`src/rtl/uart_tx_fifo.sv`:
```
// rtl/uart_tx_fifo.sv - byte FIFO feeding a UART transmitter through a launch/ack drain FSM
module uart_tx_fifo #(
    parameter int DEPTH = 16,
    parameter int AW    = 4
) (
    input  logic          clk,
    input  logic          rst,
    input  logic [7:0]    wr_data,
    input  logic          wr_en,
    output logic          full,
    output logic          empty,
    output logic [AW:0]   count,
    output logic          overflow,
    output logic [7:0]    uart_data,
    output logic          uart_en,
    input  logic          uart_rdy
);

    typedef enum logic [1:0] {
        IDLE  = 2'd0,
        ACK   = 2'd1,
        DRAIN = 2'd2
    } state_t;

    localparam logic [AW:0] FULL_CNT = (AW+1)'(DEPTH);

    logic [7:0]    mem [DEPTH];
    logic [AW-1:0] wr_ptr;
    logic [AW-1:0] rd_ptr;
    logic [AW:0]   count_next;
    logic          push;
    logic          pop;
    state_t        state;

    // full/empty are registered, so a write while full is dropped even if a pop happens the same edge
    assign push = wr_en && !full;
    assign pop  = (state == IDLE) && !empty;

    // next occupancy from the accepted push and the drain pop
    always_comb begin
        count_next = count;
        if (push && !pop) begin
            count_next = count + (AW+1)'(1);
        end else if (pop && !push) begin
            count_next = count - (AW+1)'(1);
        end
    end

    // byte storage; contents are not cleared by reset
    always_ff @(posedge clk) begin
        if (!rst && push) begin
            mem[wr_ptr] <= wr_data;
        end
    end

    // write pointer, occupancy flags and sticky overflow
    always_ff @(posedge clk) begin
        if (rst) begin
            wr_ptr   <= '0;
            count    <= '0;
            full     <= 1'b0;
            empty    <= 1'b1;
            overflow <= 1'b0;
        end else begin
            if (push) begin
                wr_ptr <= wr_ptr + AW'(1);
            end
            if (wr_en && full) begin
                overflow <= 1'b1;
            end
            count <= count_next;
            full  <= (count_next == FULL_CNT);
            empty <= (count_next == '0);
        end
    end

    // drain FSM: launch one byte, wait for the UART to go busy, then wait for it to return ready
    always_ff @(posedge clk) begin
        if (rst) begin
            state     <= IDLE;
            rd_ptr    <= '0;
            uart_en   <= 1'b0;
            uart_data <= 8'h00;
        end else begin
            case (state)
                IDLE: begin
                    if (!empty) begin
                        uart_data <= mem[rd_ptr];
                        uart_en   <= 1'b1;
                        rd_ptr    <= rd_ptr + AW'(1);
                        state     <= ACK;
                    end else begin
                        uart_en <= 1'b0;
                    end
                end
                ACK: begin
                    uart_en <= 1'b0;
                    if (!uart_rdy) begin
                        state <= DRAIN;
                    end
                end
                DRAIN: begin
                    uart_en <= 1'b0;
                    if (uart_rdy) begin
                        state <= IDLE;
                    end
                end
                default: begin
                    uart_en <= 1'b0;
                    state   <= IDLE;
                end
            endcase
        end
    end

endmodule

```
`config.mk`:
```
export PLATFORM = sky130hd
export DESIGN_NAME = uart_tx_fifo
export DESIGN_NICKNAME = d
export VERILOG_FILES = /design/src/rtl/uart_tx_fifo.sv
export SDC_FILE = /design/constraint.sdc
export NUM_CORES = 1
export LEC_CHECK = 0
export ABC_AREA = 1
export CORE_ASPECT_RATIO = 1.1
export CORE_MARGIN = 3
export CORE_UTILIZATION = 60
export CTS_CLUSTER_SIZE = 40
export DETAILED_ROUTE_END_ITERATION = 12
export GPL_TIMING_DRIVEN = 1
export PLACE_DENSITY = 0.79
export SKIP_CTS_REPAIR_TIMING = 1
export SLEW_MARGIN = 20
export SYNTH_ARGS = -nofsm -noshare
export SYNTH_HDL_FRONTEND = slang
export SYNTH_SLANG_ARGS = --single-unit
```
`constraint.sdc`:
```
create_clock -name clk -period 1.8 [get_ports clk]
set_clock_uncertainty 0.1 [all_clocks]
set_input_delay 0.27 -clock clk [delete_from_list [all_inputs] [get_ports clk]]
set_output_delay 0.27 -clock clk [all_outputs]
set_load 0.01 [all_outputs]
```
==> flow_metrics.py <==
metrics = {
    "detailed_routing": {
        "drtIter0Drc": 591,
        "routed_via_density": 5.70,
        "drcViolationCount": 0,
        "drt_wl_total_mm": 15.2,
        "avgRoutedWirePerCell_um": 18.7,
        "route.vias.total": 4642,
        "drt_pass1_iterations": 6,
        "ant_nets": 0,
    },
    "clocking": {
        "cts_made_buffers": 17,
        "htreeDepth": 4,
        "cts_tree": "built",
        "cts_root_buffer": "clkbuf_16",
        "worstSkewPairLatency_ps": 420,
        "clk_path_buf_depth": 2,
        "clkSinkCount": 155,
        "clkTransAtPathRegs_ps": 60,
    },
    "synthesis": {
        "synth_fa_ha_area_frac": 0.0133,
        "synth_top_family_by_area": "simple AND/OR/NAND/NOR gates",
        "synth_compound_area_frac": 0.0935,
        "synth_area_um2": 6600,
        "syn_area_per_cell_um2": 10.9,
        "synth_cell_types": 30,
        "synth.mux.area_fraction": 0,
        "synth_seq_cells": 155,
        "synth-xor-area-share": 0.00265,
        "syn_nets": 622,
        "ys_seq_area_frac": 0.664,
        "yosysWarnings": 0,
        "yosys.area_share.simple": 0.147,
        "synthCells": 603,
    },
    "worst_setup_path": {
        "cp.arrival_ps": 1370,
        "path_cells": "clkdlybuf4s50_1",
        "cp-start-kind": "flip-flop",
        "critPathCaptureType": "output port",
        "worstPathRequired_ps": 1430,
        "rr_worst_depth": 8,
        "path_class": "flip-flop to output port",
        "rr_endpoint": "uart_data[2]",
        "cpPeakStageDelay_ps": 560,
        "cp_top_family": "buffers and inverters",
        "r2r_start": "rd_ptr[0]",
        "critPathMaxFanout": 7,
        "reg2reg_setup_slack_ps": 90,
        "path_buf_inv": 1,
        "slowest_stage": "clkdlybuf4s50_1",
    },
    "placed_design": {
        "port_buffers": 28,
        "hpwl_mm": 9.90,
        "dp.cells": 783,
        "gp_congestion": 0.876,
        "placed_cell_area_um2": 7230,
    },
    "finish": {
        "diodes": 0,
        "multi_input_area_um2": 1690,
        "stdcell_count": 815,
        "finish.net_count": 678,
        "fillers": 695,
        "seq_area_um2": 4390,
        "design_area_um2": 7830,
        "area_growth_pct": 18.7,
        "final_layout_size_suffix_gt1_frac": 0.129,
    },
    "timing": {
        "worstMarginPinSlew_ps": 331,
        "holdWs_ps": 382,
        "slew_viol_final": 0,
        "relSlewSlack": 0.778,
        "period_needed_ps": 1740,
        "period_share": 0.965,
        "final-setup-viol-count": 0,
        "rsz0062_at_grt": "false",
        "finalHoldViolations": 0,
        "fmax_mhz": 576,
    },
    "power_and_ir_drop": {
        "switchingPower_w": 0.00343,
        "combPwrFrac": 0.282,
        "internal_power_w": 0.00746,
        "swShare": 0.315,
        "pwr-share-seq": 0.399,
        "clkPwrFrac": 0.319,
        "p_per_area_nw_per_um2": 1390,
        "p_leak_nw": 3.02,
        "vdd_drop_max_mv": 1.08,
    },
    "min_path": {
        "min_delay_path_depth": 2,
        "hold_end": "overflow",
        "min_from": "overflow",
        "hold_class": "flip-flop to flip-flop",
    },
    "floorplan": {
        "start_util": 0.626,
        "die_w_um": 106,
        "die-area_um2": 12300,
        "core_um2": 10500,
        "num_rows": 39,
        "die_height_um": 116,
        "io_pins": 29,
    },
    "global_routing": {
        "track_usage": 0.268,
        "grt_pass1_wl_mm": 24.4,
        "antenna_found_initial": 0,
        "first_global_vias": 4578,
        "grt_max_degree": 42,
        "grt-ovfl-total": 0,
    },
    "outcome": {
        "status": "finished clean",
    },
    "run": {
        "cap_violations": 0,
    },
}
## routing by layer
layer,global-route usage,wire [um],vias to the layer above
li1,-,-,2176
met3,0.0574,1370,47
met4,0.118,573,0
met5,0,0,-
met1,0.347,6000,2149
met2,0.444,7300,270
## layout by cell type (no fill, tap or decap)
cell type / count
dfxtp_2: 5
inv_2: 1
nor4_1: 1
nor2_8: 1
clkinv_1: 2
ha_1: 7
dlymetal6s2s_1: 1
clkbuf_16: 20
clkbuf_8: 4
inv_6: 1
inv_1: 86
nand3_2: 1
dfxtp_1: 21
nor2_2: 1
nand3b_1: 2
a21oi_1: 33
nor3_1: 4
nand2_2: 4
o211ai_1: 40
nand2_4: 2
clkdlybuf4s50_1: 27
clkbuf_1: 4
dfxtp_4: 1
o21ai_0: 27
clkinv_2: 3
a21oi_2: 1
nand2_1: 79
buf_12: 3
nor2_1: 45
buf_6: 1
nand4_1: 2
edfxtp_1: 128
buf_4: 37
xor2_1: 2
nand3_1: 73
clkinv_4: 1
a21boi_0: 1
## kinds of logic (layout without fill, tap and decap cells)
| family | count (synthesis) | after routing |
|---|---|---|
| simple gates | 215 | 215 |
| fa+ha+maj | 7 | 7 |
| xor+xnor | 2 | 2 |
| compound gates | 102 | 102 |
| flops | 155 | 155 |
| buf+inv | 122 | 191 |
## worst max-delay path by stage
stage,depth (start not counted),end,slack (ps),start
3_5_place_dp,6,mem[9][7],-80,wr_en
6_report,1,count[2],60,count[2]
3_3_place_gp,10,full,-50,wr_en
4_1_cts,1,count[2],-50,count[2]
5_1_grt,8,rd_ptr[3],0.8,state[1]
2_1_floorplan,6,mem[15][0],160,full
## power groups by stage
stage	clock network [W]	registers, W	logic [W]
floorplan	0	0.00438	0.00198
global placement	0	0.00440	0.00290
detailed placement	0	0.00441	0.00299
CTS	0.00348	0.00434	0.00304
global route	0.00365	0.00438	0.00340
finish	0.00347	0.00435	0.00307
## through the flow
| step | utilization | power, W | setup TNS [ps] | setup WS, ps |
|---|---|---|---|---|
| after floorplan | - | 0.00636 | 0 | 159 |
| final | 0.743 | 0.0109 | 0 | 63.4 |
| after global routing | 0.743 | 0.0114 | 0 | 0.777 |
| after CTS | 0.742 | 0.0109 | -51.1 | -51.1 |
| after global placement | 0.686 | 0.00730 | -2200 | -45.2 |
| after detailed placement | 0.686 | 0.00740 | -4600 | -79.2 |
## Yosys cell counts
cell type	number	area (um^2)
nand2_4	2	22.5
a21oi_2	1	8.76
nor4_1	1	6.26
buf_4	9	67.6
o211ai_1	40	300
nand2_1	79	297
inv_2	1	3.75
buf_6	2	22.5
a21boi_0	1	7.51
nor3_1	4	20.0
nor2_1	45	169
nand3_2	1	10.0
buf_1	1	3.75
xor2_1	2	17.5
dfxtp_1	27	541
nor2_8	1	20.0
inv_6	1	8.76
clkbuf_1	9	33.8
a21oi_1	33	165
nor2_2	1	6.26
inv_1	86	323
buf_2	11	55.1
clkinv_1	2	7.51
nand2_2	4	25.0
ha_1	7	87.6
edfxtp_1	128	3840
nand3_1	73	365
nand3b_1	2	15.0
nand4_1	2	12.5
o21ai_0	27	135
## registers in the layout, indices dropped and copies added, names as in the netlist
signal     count
overflow       1
wr_ptr         4
uart_data      8
uart_en        1
state          2
rd_ptr         4
count          5
empty          1
full           1
mem          128
## cell type report
cell class,count,share of cell area
repair buffers,69,0.0807
multi-input cells,326,0.216
clock buffers,28,0.0728
well taps,143,0.0228
flip-flops and latches,155,0.561
inverters,90,0.0438
clock inverters,4,0.00304
No activity file was read; power rests on OpenSTA's default activity.
==> RTL change: new RTL, same settings <==
`DEPTH`: 16 -> 32.
--- a/src/rtl/uart_tx_fifo.sv
+++ b/src/rtl/uart_tx_fifo.sv
@@ -1,6 +1,6 @@
 // rtl/uart_tx_fifo.sv - byte FIFO feeding a UART transmitter through a launch/ack drain FSM
 module uart_tx_fifo #(
-    parameter int DEPTH = 16,
+    parameter int DEPTH = 32,
     parameter int AW    = 4
 ) (
     input  logic          clk,
Behaviour: not the same (Yosys sat finds a counterexample within 4 cycles, from zero or initial values and one cycle with rst high).
==> RTL change against the original RTL <==
Register-to-register slack improved by 40 ps. Final cell count rose by 0.86%. Combinational power fell by 20%. Synthesized area fell by 1.4%. Total power fell by 3.4%. Sequential cell count did not move. Wire length fell by 1.3%. Die area fell by 1.4%. Design area fell by 0.58%. Count of clock-buffer cells in the layout fell by 9. Worst setup slack got worse by 14 ps.
==> RTL change: results (changes against the original RTL) <==
* GRT met2 Usage at 0.436 (-0.00808)
* Syn nets at 626 (+0.64%)
* P_int at 7.53 mW (+0.83%)
* Largest net degree at the start of global routing at 48 (+14%)
* All-layer global routing usage at 0.262 (-0.00590)
* Final HPWL DP at 9.49 mm (-4.1%)
* Diode count at 0 (unchanged)
* Fin cells at 822 (+0.86%)
* Delay-heaviest family, CP: buffers and inverters
* Fin nets at 685 (+1.0%)
* Distinct cells, synth at 31 (+3.3%)
* R2r startpoint: rd_ptr[0]
* Layout cells sized above 1 at 0.135 (+0.00603)
* CP arrival at 1380 ps
* WL/cell at 18.3 um (-2.1%)
* Tmin final at 1750 ps (+14.1 ps)
* Clk_lat worst skew at 420 ps (about the same)
* GP Congestion at 0.871 (-0.62%)
* Fillers at 662 (-4.7%)
* Hold Crit Depth at 2 (unchanged)
* Vias in the first global route at 4697 (+2.6%)
* First-pass DRT Iterations at 5 (-1)
* Cells after DPL at 790 (+0.89%)
* Syn Area/Cell at 10.7 um^2 (-2.1%)
* Clk buf depth at 2 (unchanged)
* Vias/cell at 5.70 (about the same)
* Worst rel slew slack at 0.668 (-0.110)
* Worst Setup Slack post-DPL at -226 ps (-146 ps)
* Area used by multi-input combinational logic at 1790 um^2 (+5.8%)
* Initial antenna violation count at 0 (unchanged)
* Post-synth ARST share at 0 (unchanged)
* Crit. Startpoint: count[3]
* Worst Hold Class: reg2reg
* Peak supply drop at 1.07 mV (-0.23%)
* Sequential area share after synthesis at 0.674 (+0.00971)
* Largest registers: mem (128), uart_data (8), count (5)
* Status: complete, no violations
* WHS at 385 ps (+3.78 ps)
* DRT iter0 DRCs at 487 (-18%)
* Number of synthesized flops with an enable pin at 128 (unchanged)
* First-pass GRT wire length at 23.7 mm (-3.1%)
* Ranking of synthesized cells by area: edfxtp_1, dfxtp_1, nor2_1
* HP Start: overflow
* Biggest cell delay along the critical path at 560 ps (about the same)
* Leak at 2.92 nW (-3.4%)
* CP max FO at 5 (-2)
* GR Util met3 at 0.0505 (-0.00685)
* Routing usage on met1 at 0.327 (-0.0194)
* H-tree lvl count at 4 (unchanged)
* R2r setup slk at 130 ps (+40 ps)
* Commonest cells in the netlist: edfxtp_1, nor2_1, nand2_1
* DP Area at 7140 um^2 (-1.1%)
==> RTL change: changes by cell type in the layout (fill, tap and decap cells not counted), moves of 5 or more <==
| cell | change |
|---|---|
| a21oi_1 | -21 |
| o21ai_1 | +6 |
| o211ai_1 | -26 |
| bufinv_16 | +5 |
| o21ai_0 | +15 |
| nor2_1 | +76 |
| nand3_1 | -8 |
| inv_1 | -49 |
| nand2_1 | +5 |
==> RTL change: final cells by class <==
type | count | share of cell area
Inverter | 43 | 0.0214
Clock inverter | 13 | 0.0255
Tap cell | 143 | 0.0230
Sequential cell | 155 | 0.564
Timing Repair Buffer | 70 | 0.0813
Multi-Input combinational cell | 379 | 0.230
Clock buffer | 19 | 0.0556
==> RTL change: layer usage <==
metal / share of wire / vias to the layer above
li1: - / 2206
met1: 0.40 / 2220
met2: 0.50 / 214
met3: 0.071 / 43
met4: 0.032 / 0
met5: 0 / -
==> RTL change: power by group through the flow <==
stage / Combinational [mW] / Clock [mW] / Sequential [mW]
after floorplan: 1.57 / 0 / 4.35
after global placement: 2.35 / 0 / 4.32
after detailed placement: 2.42 / 0 / 4.33
after CTS: 2.45 / 3.81 / 4.26
after global routing: 2.76 / 3.96 / 4.29
final: 2.47 / 3.78 / 4.27
==> RTL change: path summary, 6_finish.rpt <==
kind	end
max	count[3]
min	overflow
min reg2reg	overflow
max reg2reg	uart_data[7]
==> RTL change: logic make-up after synthesis <==
logic type | Yosys count | share of synthesized area
AND/OR/NAND/NOR | 296 | 0.196
flip-flops | 155 | 0.674
AO/OA/AOI/OAI | 76 | 0.0648
buffers and inverters | 73 | 0.0519
adder cells (fa/ha/maj) | 7 | 0.0135
